`config.mk`:
```
export PLATFORM = sky130hd
export DESIGN_NAME = dbg_mem_arbiter
export DESIGN_NICKNAME = d
export VERILOG_FILES = /design/src/rtl/dbg_mem_arbiter.sv
export SDC_FILE = /design/constraint.sdc
export NUM_CORES = 1
export LEC_CHECK = 0
export ABC_AREA = 1
export CAP_MARGIN = 25
export CORE_AREA = 2 2 146 148
export DETAILED_ROUTE_END_ITERATION = 10
export DIE_AREA = 0 0 148 150
export GPL_ROUTABILITY_DRIVEN = 0
export HOLD_SLACK_MARGIN = 0.12
export PLACE_DENSITY = 0.73
export SLEW_MARGIN = 20
export SYNTH_ARGS = -nofsm -noshare
export SYNTH_HDL_FRONTEND = slang
export SYNTH_SLANG_ARGS = --single-unit
export TNS_END_PERCENT = 50
```
`constraint.sdc`:
```
create_clock -name clk -period 2.2 [get_ports clk]
set_clock_uncertainty 0.1 [all_clocks]
set_input_delay 0.66 -clock clk [delete_from_list [all_inputs] [get_ports clk]]
set_output_delay 0.66 -clock clk [all_outputs]
set_load 0.01 [all_outputs]
```
`src/rtl/dbg_mem_arbiter.sv`:
```
// Round-robin arbiter that shares the InstRAM/DataRAM debug ports between the
// program loader (requester 0) and the readback monitor (requester 1).
module dbg_mem_arbiter #(
  parameter int RD_LAT = 1
) (
  input  logic        clk,
  input  logic        rst,
  input  logic        req0_valid,
  output logic        req0_ready,
  input  logic        req0_sel,
  input  logic [3:0]  req0_we,
  input  logic [31:0] req0_addr,
  input  logic [31:0] req0_wdata,
  output logic        rsp0_valid,
  input  logic        req1_valid,
  output logic        req1_ready,
  input  logic        req1_sel,
  input  logic [3:0]  req1_we,
  input  logic [31:0] req1_addr,
  input  logic [31:0] req1_wdata,
  output logic        rsp1_valid,
  output logic [31:0] rsp_rdata,
  output logic [31:0] inst_a2,
  output logic [31:0] inst_wd2,
  output logic [3:0]  inst_we2,
  input  logic [31:0] inst_rd2,
  output logic [31:0] data_a2,
  output logic [31:0] data_wd2,
  output logic [3:0]  data_we2,
  input  logic [31:0] data_rd2,
  output logic        cpu_hold,
  output logic        busy
);

  typedef enum logic [1:0] {S_IDLE, S_ISSUE, S_WAIT, S_RESP} state_t;

  localparam logic [2:0] LAT = 3'(RD_LAT);

  state_t      r_state, w_state_nxt;
  logic [2:0]  r_cnt, w_cnt_nxt;
  logic        r_rr, r_owner, r_sel;
  logic [3:0]  r_we;
  logic [31:0] r_addr, r_wdata, r_rdata;

  logic w_idle, w_grant0, w_grant1, w_accept, w_last_wait;

  // Ready is gated by reset so every output reads 0 while rst is low.
  assign w_idle      = rst && (r_state == S_IDLE);
  assign w_grant0    = req0_valid && (!req1_valid || !r_rr);
  assign w_grant1    = req1_valid && (!req0_valid ||  r_rr);
  assign req0_ready  = w_idle && w_grant0;
  assign req1_ready  = w_idle && w_grant1;
  assign w_accept    = req0_ready || req1_ready;
  assign w_last_wait = (r_state == S_WAIT) && (r_cnt == 3'd1);

  always_comb begin
    // NOTE: defaults come first so every path through the case assigns both
    // signals; a missing assignment here would infer a latch.
    w_state_nxt = r_state;
    w_cnt_nxt   = r_cnt;
    case (r_state)
      S_IDLE:  if (w_accept) w_state_nxt = S_ISSUE;
      S_ISSUE: begin
        w_state_nxt = S_WAIT;
        w_cnt_nxt   = LAT;
      end
      S_WAIT: begin
        w_cnt_nxt = r_cnt - 3'd1;
        if (w_last_wait) w_state_nxt = S_RESP;
      end
      S_RESP:  w_state_nxt = S_IDLE;
    endcase
  end

  always_ff @(posedge clk or negedge rst) begin
    // NOTE: captured request fields are reset too, so the RAM ports and the
    // response bus read 0 both during reset and right after it.
    if (!rst) begin
      r_state <= S_IDLE;
      r_cnt   <= '0;
      r_rr    <= 1'b0;
      r_owner <= 1'b0;
      r_sel   <= 1'b0;
      r_we    <= '0;
      r_addr  <= '0;
      r_wdata <= '0;
      r_rdata <= '0;
    end else begin
      // NOTE: non-blocking assignments so every register samples pre-edge values.
      r_state <= w_state_nxt;
      r_cnt   <= w_cnt_nxt;
      if (w_accept) begin
        r_owner <= req1_ready;
        r_rr    <= ~req1_ready;
        r_sel   <= req1_ready ? req1_sel   : req0_sel;
        r_we    <= req1_ready ? req1_we    : req0_we;
        r_addr  <= req1_ready ? req1_addr  : req0_addr;
        r_wdata <= req1_ready ? req1_wdata : req0_wdata;
      end
      // The RAM read data is only trusted on the final WAIT cycle.
      if (w_last_wait)
        r_rdata <= (r_we != 4'd0) ? 32'h0 : (r_sel ? data_rd2 : inst_rd2);
    end
  end

  assign inst_a2    = r_addr;
  assign data_a2    = r_addr;
  assign inst_wd2   = r_wdata;
  assign data_wd2   = r_wdata;
  assign inst_we2   = (r_state == S_ISSUE && !r_sel) ? r_we : 4'd0;
  assign data_we2   = (r_state == S_ISSUE &&  r_sel) ? r_we : 4'd0;
  assign rsp0_valid = (r_state == S_RESP) && !r_owner;
  assign rsp1_valid = (r_state == S_RESP) &&  r_owner;
  assign rsp_rdata  = r_rdata;
  assign busy       = (r_state != S_IDLE);
  assign cpu_hold   = busy && !r_sel && (r_we != 4'd0);

endmodule

```
Yosys cells after proc, flatten, opt, wreduce, memory -nomap -nowiden. Index checks and enable logic that the tools add are counted.

$add $sub $neg: 1. Bitwise logic cells: 1. Eq/ne operators: 6. Reductions and logical operators: 25. Muxes and demuxes: 12.

Operators by type and width (count): 32-bit two-way mux (4); 1-bit logical AND (12); 4-bit two-way mux (3); 2-bit one-hot mux with 4 select lines (1); 3-bit one-hot mux with 2 select lines (1); 1-bit logical NOT (5); 2-bit == test (second input constant) (2); 2-bit two-way mux (2); 2-bit inequality test (second input constant) (2); 2-bit nonzero test (2); 4-bit nonzero test (1); 3-bit by 1-bit == test with 1-bit output (second input constant) (1); 1-bit logical OR (3); 3-bit by 1-bit subtractor with 3-bit output (second input constant) (1); 2-bit by 1-bit == test with 1-bit output (second input constant) (1); 2-bit logical NOT (1); 2-bit AND reduction (1); 1-bit two-way mux (1); 1-bit inverter (1).

Logic and storage cells: 54. Flip-flop bits (word level): 108. Bits of input ports: 206. Output and inout bits: 174.

Longest topological paths before layout. Gate-level depths: netlist of run 1.

Depth in word-level cells: 7. Mapped depth: 10. Gate-level depth less buffers: 8.

Worst setup path before layout of run 1. No wires, ideal clock.

Path type: register -> output. Start point: reg r_state[0]. End point: out req1_ready. Buffers on the path: 2. Stages on the path, launching flop included: 9. Path slack: 102 ps. Arrival: 1338 ps. Data required time: 1440 ps. Cells stage by stage: dfrtp_1 > inv_1 > ha_1 > buf_4 > nand2_2 > nor2_8 > nand2_4 > inv_4 > buf_6.

Cells in the longest elaborated chain, start to end: 3.

Ends and longest elaborated chain: start: declaration (RTL line 39) `state_t r_state, w_state_nxt;`; start signal: assignment (RTL line 90) `r_state <= w_state_nxt;`; 2-bit logical NOT (RTL line 48) `assign w_idle = rst && (r_state == S_IDLE);`; 1-bit logical AND (RTL line 48); 1-bit logical AND (RTL line 52) `assign req1_ready = w_idle && w_grant1;`; end: declaration (RTL line 16) `output logic req1_ready,`.

No other way between the ends.

Final worst setup path of run 1.
Start point: reg r_state[0]. End point: out data_we2[3].

Cells in the longest elaborated chain, start to end: 3.

Ends and longest elaborated chain: 2-bit by 1-bit == test with 1-bit output (RTL line 111) `assign data_we2 = (r_state == S_ISSUE && r_sel) ? r_we : 4'd0;`; 1-bit logical AND (RTL line 111); 4-bit two-way mux (RTL line 111); end: declaration (RTL line 29) `output logic [3:0] data_we2,`.

No other way between the ends.

==> results.json, run 1 <==
{
  "post_drt_wl_per_cell_um": 15.45,
  "cts.sinks": 108,
  "yosysWarnings": 0,
  "synthTopCellsByCount": "349 x nand2_1, 158 x nand3_1, 108 x dfrtp_1",
  "fillers": 1988,
  "first_iter_violations": 265,
  "clk_latency_ns": 0.35,
  "via_count": 6218,
  "die_area_um2": 22200,
  "synth.largest_area_cell": "dfrtp_1",
  "cp_cell_sequence": "buf_6, ha_4, nand2_4, buf_6, nor2_4, buf_6",
  "yosysTopAreaCellShare_pct": 45.40,
  "slew_violations": 0,
  "avgSynthCellArea_um2": 7.414,
  "fmax_ghz": 0.4546,
  "postSynthCellCount": 803,
  "final_area_um2": 10040,
  "cts_root_buffer": "clkbuf_16",
  "routed_wl_um": 21570,
  "critPathCaptureType": "output port",
  "outcome": "finished, final reports clean",
  "stdcell_count": 1396,
  "antenna_left": 0,
  "insertedDiodeCount": 0,
  "dp_hpwl_um": 15880,
  "syn_area_um2": 5953,
  "synth.most_common_cell": "nand2_1",
  "ioPinCount": 380,
  "area_delta_synth_final_pct": 68.62,
  "ys.flop_type": "dfrtp_1",
  "antenna_found_initial": 0,
  "firstDrtPassIters": 4,
  "nets": 1331,
  "fin_crit_sh_pct": 99.98,
  "place_ws_ns": -0.5789,
  "multiInputGateArea_um2": 2441,
  "start_util_pct": 28.77,
  "synthTopCellsByArea": "dfrtp_1 45%, nand2_1 22%, nand3_1 13%",
  "cp.required_ns": 1.44,
  "port_buffers": 379,
  "die_y_um": 150,
  "timing.final.ws_setup_ns": 0.0003874,
  "path_class": "reg2out",
  "crit_arrival_ns": 1.44,
  "ir_drop_v": 0.0005024,
  "drv_cap": 0,
  "power_density_nw_per_um2": 1193,
  "clk_path_buf_depth": 2,
  "timing.slew.headroom_pct": 54.42,
  "critPathLaunchType": "register",
  "p_leak_nw": 4.789,
  "crit_path_max_incr_delay_ns": 0.41,
  "globalRouteOverflowTotal": 0,
  "synth_cell_type_count": 24,
  "seq_area_um2": 2703,
  "place_inst": 1380,
  "grtUsageTotal_pct": 18.71,
  "synth-edff-count": 0,
  "setup_viol": 0,
  "synth.net_count": 1016,
  "cp_num_buf_inv": 3,
  "htreeDepth": 3,
  "yosysSeqAreaShare_pct": 45.40,
  "slowest_stage": "dfrtp_1",
  "hold_violations": 0,
  "drive_above_1_share_pct": 7.672,
  "worst_pin_slew_ns": 0.6837,
  "synth-async-reset-ratio_pct": 100.0,
  "critPathMaxFanout": 3,
  "finalSetupTns_ns": 0,
  "row_count": 53,
  "synth_seq_cells": 108,
  "fp.dieW_um": 148,
  "grt_max_degree": 72,
  "min_period_ns": 2.200,
  "grt_pass1_vias": 6064,
  "post_drt_via_cell_ratio": 4.454,
  "rsz0062_at_grt": "yes",
  "cts_tree": "done",
  "reg2reg_setup_slack_ns": 0.22,
  "min_path_type": "in2async",
  "rr_startpoint": "r_state[0]",
  "cp.depth": 6,
  "r2r-end": "data_wd2[20]",
  "cts_buffers": 9,
  "r2r_cells": 8,
  "post_dp_cell_area_um2": 9659,
  "path_common_cell": "buf_6",
  "worst_path_dominant_cell_family": "flip-flops",
  "clkTransAtPathRegs_ns": 0.07,
  "core_um2": 20690,
  "whs_ns": 0.2176,
  "drc": 0,
  "grt_pass1_wl_um": 32520
}
per-layer routing:
metal  wire length, um  global-route usage, %
met3              1899                  4.726
met5                 0                      0
met4               514                  6.857
met1              8626                  22.76
met2             10530                  32.08
timing repair:
item | in CTS | in global routing
endpoints found under the setup margin | 30 | 30
pin swaps | 2 | 3
buffers inserted | 2 | 0
hold buffers | 0 | 0
gates resized for setup | 76 | 17
per-stage QoR:
step	power (mW)	util (%)
2_1_floorplan	6.856	-
3_3_place_gp	10.03	46.69
3_5_place_dp	10.14	46.69
4_1_cts	12.07	48.22
5_1_grt	12.85	48.52
6_report	11.97	48.52
how the worst max path moves through the flow:
stage | to | slack, ns | startpoint
after floorplan | req1_ready | 0.10 | r_state[0]
after global placement | req1_ready | -0.58 | req1_valid
after detailed placement | req0_ready | -0.58 | req1_valid
after CTS | data_we2[2] | -0.04 | r_state[0]
after global routing | req1_ready | -0.09 | r_state[0]
final | data_we2[3] | 0.0004 | r_state[0]
final cells by class:
cell class / instances / area share [%]
clock buffer: 10 / 2.381
clock inverter: 4 / 0.7354
inverter: 50 / 1.895
multi-input combinational: 539 / 24.32
sequential: 108 / 26.92
tap: 275 / 3.428
timing repair buffer: 410 / 40.32
placed cells by master, fill, tap and decap left out, drive strengths merged:
master,n
a21oi,2
buf,46
bufinv,2
clkbuf,10
clkdlybuf4s50,362
clkinv,2
dfrtp,108
dlygate4sd2,2
ha,7
inv,50
nand2,351
nand3,160
nand4,1
nor2,13
o21ai,3
o22ai,1
or2,1
report_power, final:
part / total [mW] / switching (mW) / internal [mW]
Clock: 1.77 / 0.754 / 1.02
Combinational: 6.62 / 3.02 / 3.59
Sequential: 3.58 / 0.723 / 2.86
Total: 12.0 / 4.50 / 7.47
logic make-up after synthesis:
group                      count (synthesis)  synth area share (%)
buffers and inverters                    156                 15.07
adders and majority gates                  7                 1.471
and+or+nand+nor                          526                 37.35
DFF                                      108                 45.40
AOI/OAI and AO/OA                          6                0.7146
state kept, by name, indices dropped and copies added (netlist names):
register / count
r_owner: 1
data_a2: 32
data_wd2: 32
r_cnt: 3
r_rr: 1
r_we: 4
r_state: 2
r_sel: 1
rsp_rdata: 32
Note: power is estimated with default switching activity, not from simulation.
==> inputs of run 2 (changes only) <==
--- a/config.mk
+++ b/config.mk
@@ -13,7 +13,6 @@
 export GPL_ROUTABILITY_DRIVEN = 0
 export HOLD_SLACK_MARGIN = 0.12
 export PLACE_DENSITY = 0.73
-export SLEW_MARGIN = 20
 export SYNTH_ARGS = -nofsm -noshare
 export SYNTH_HDL_FRONTEND = slang
 export SYNTH_SLANG_ARGS = --single-unit
==> results of run 2 <==
Same layout as run 1: the final DEF is identical, and so are final timing and power.
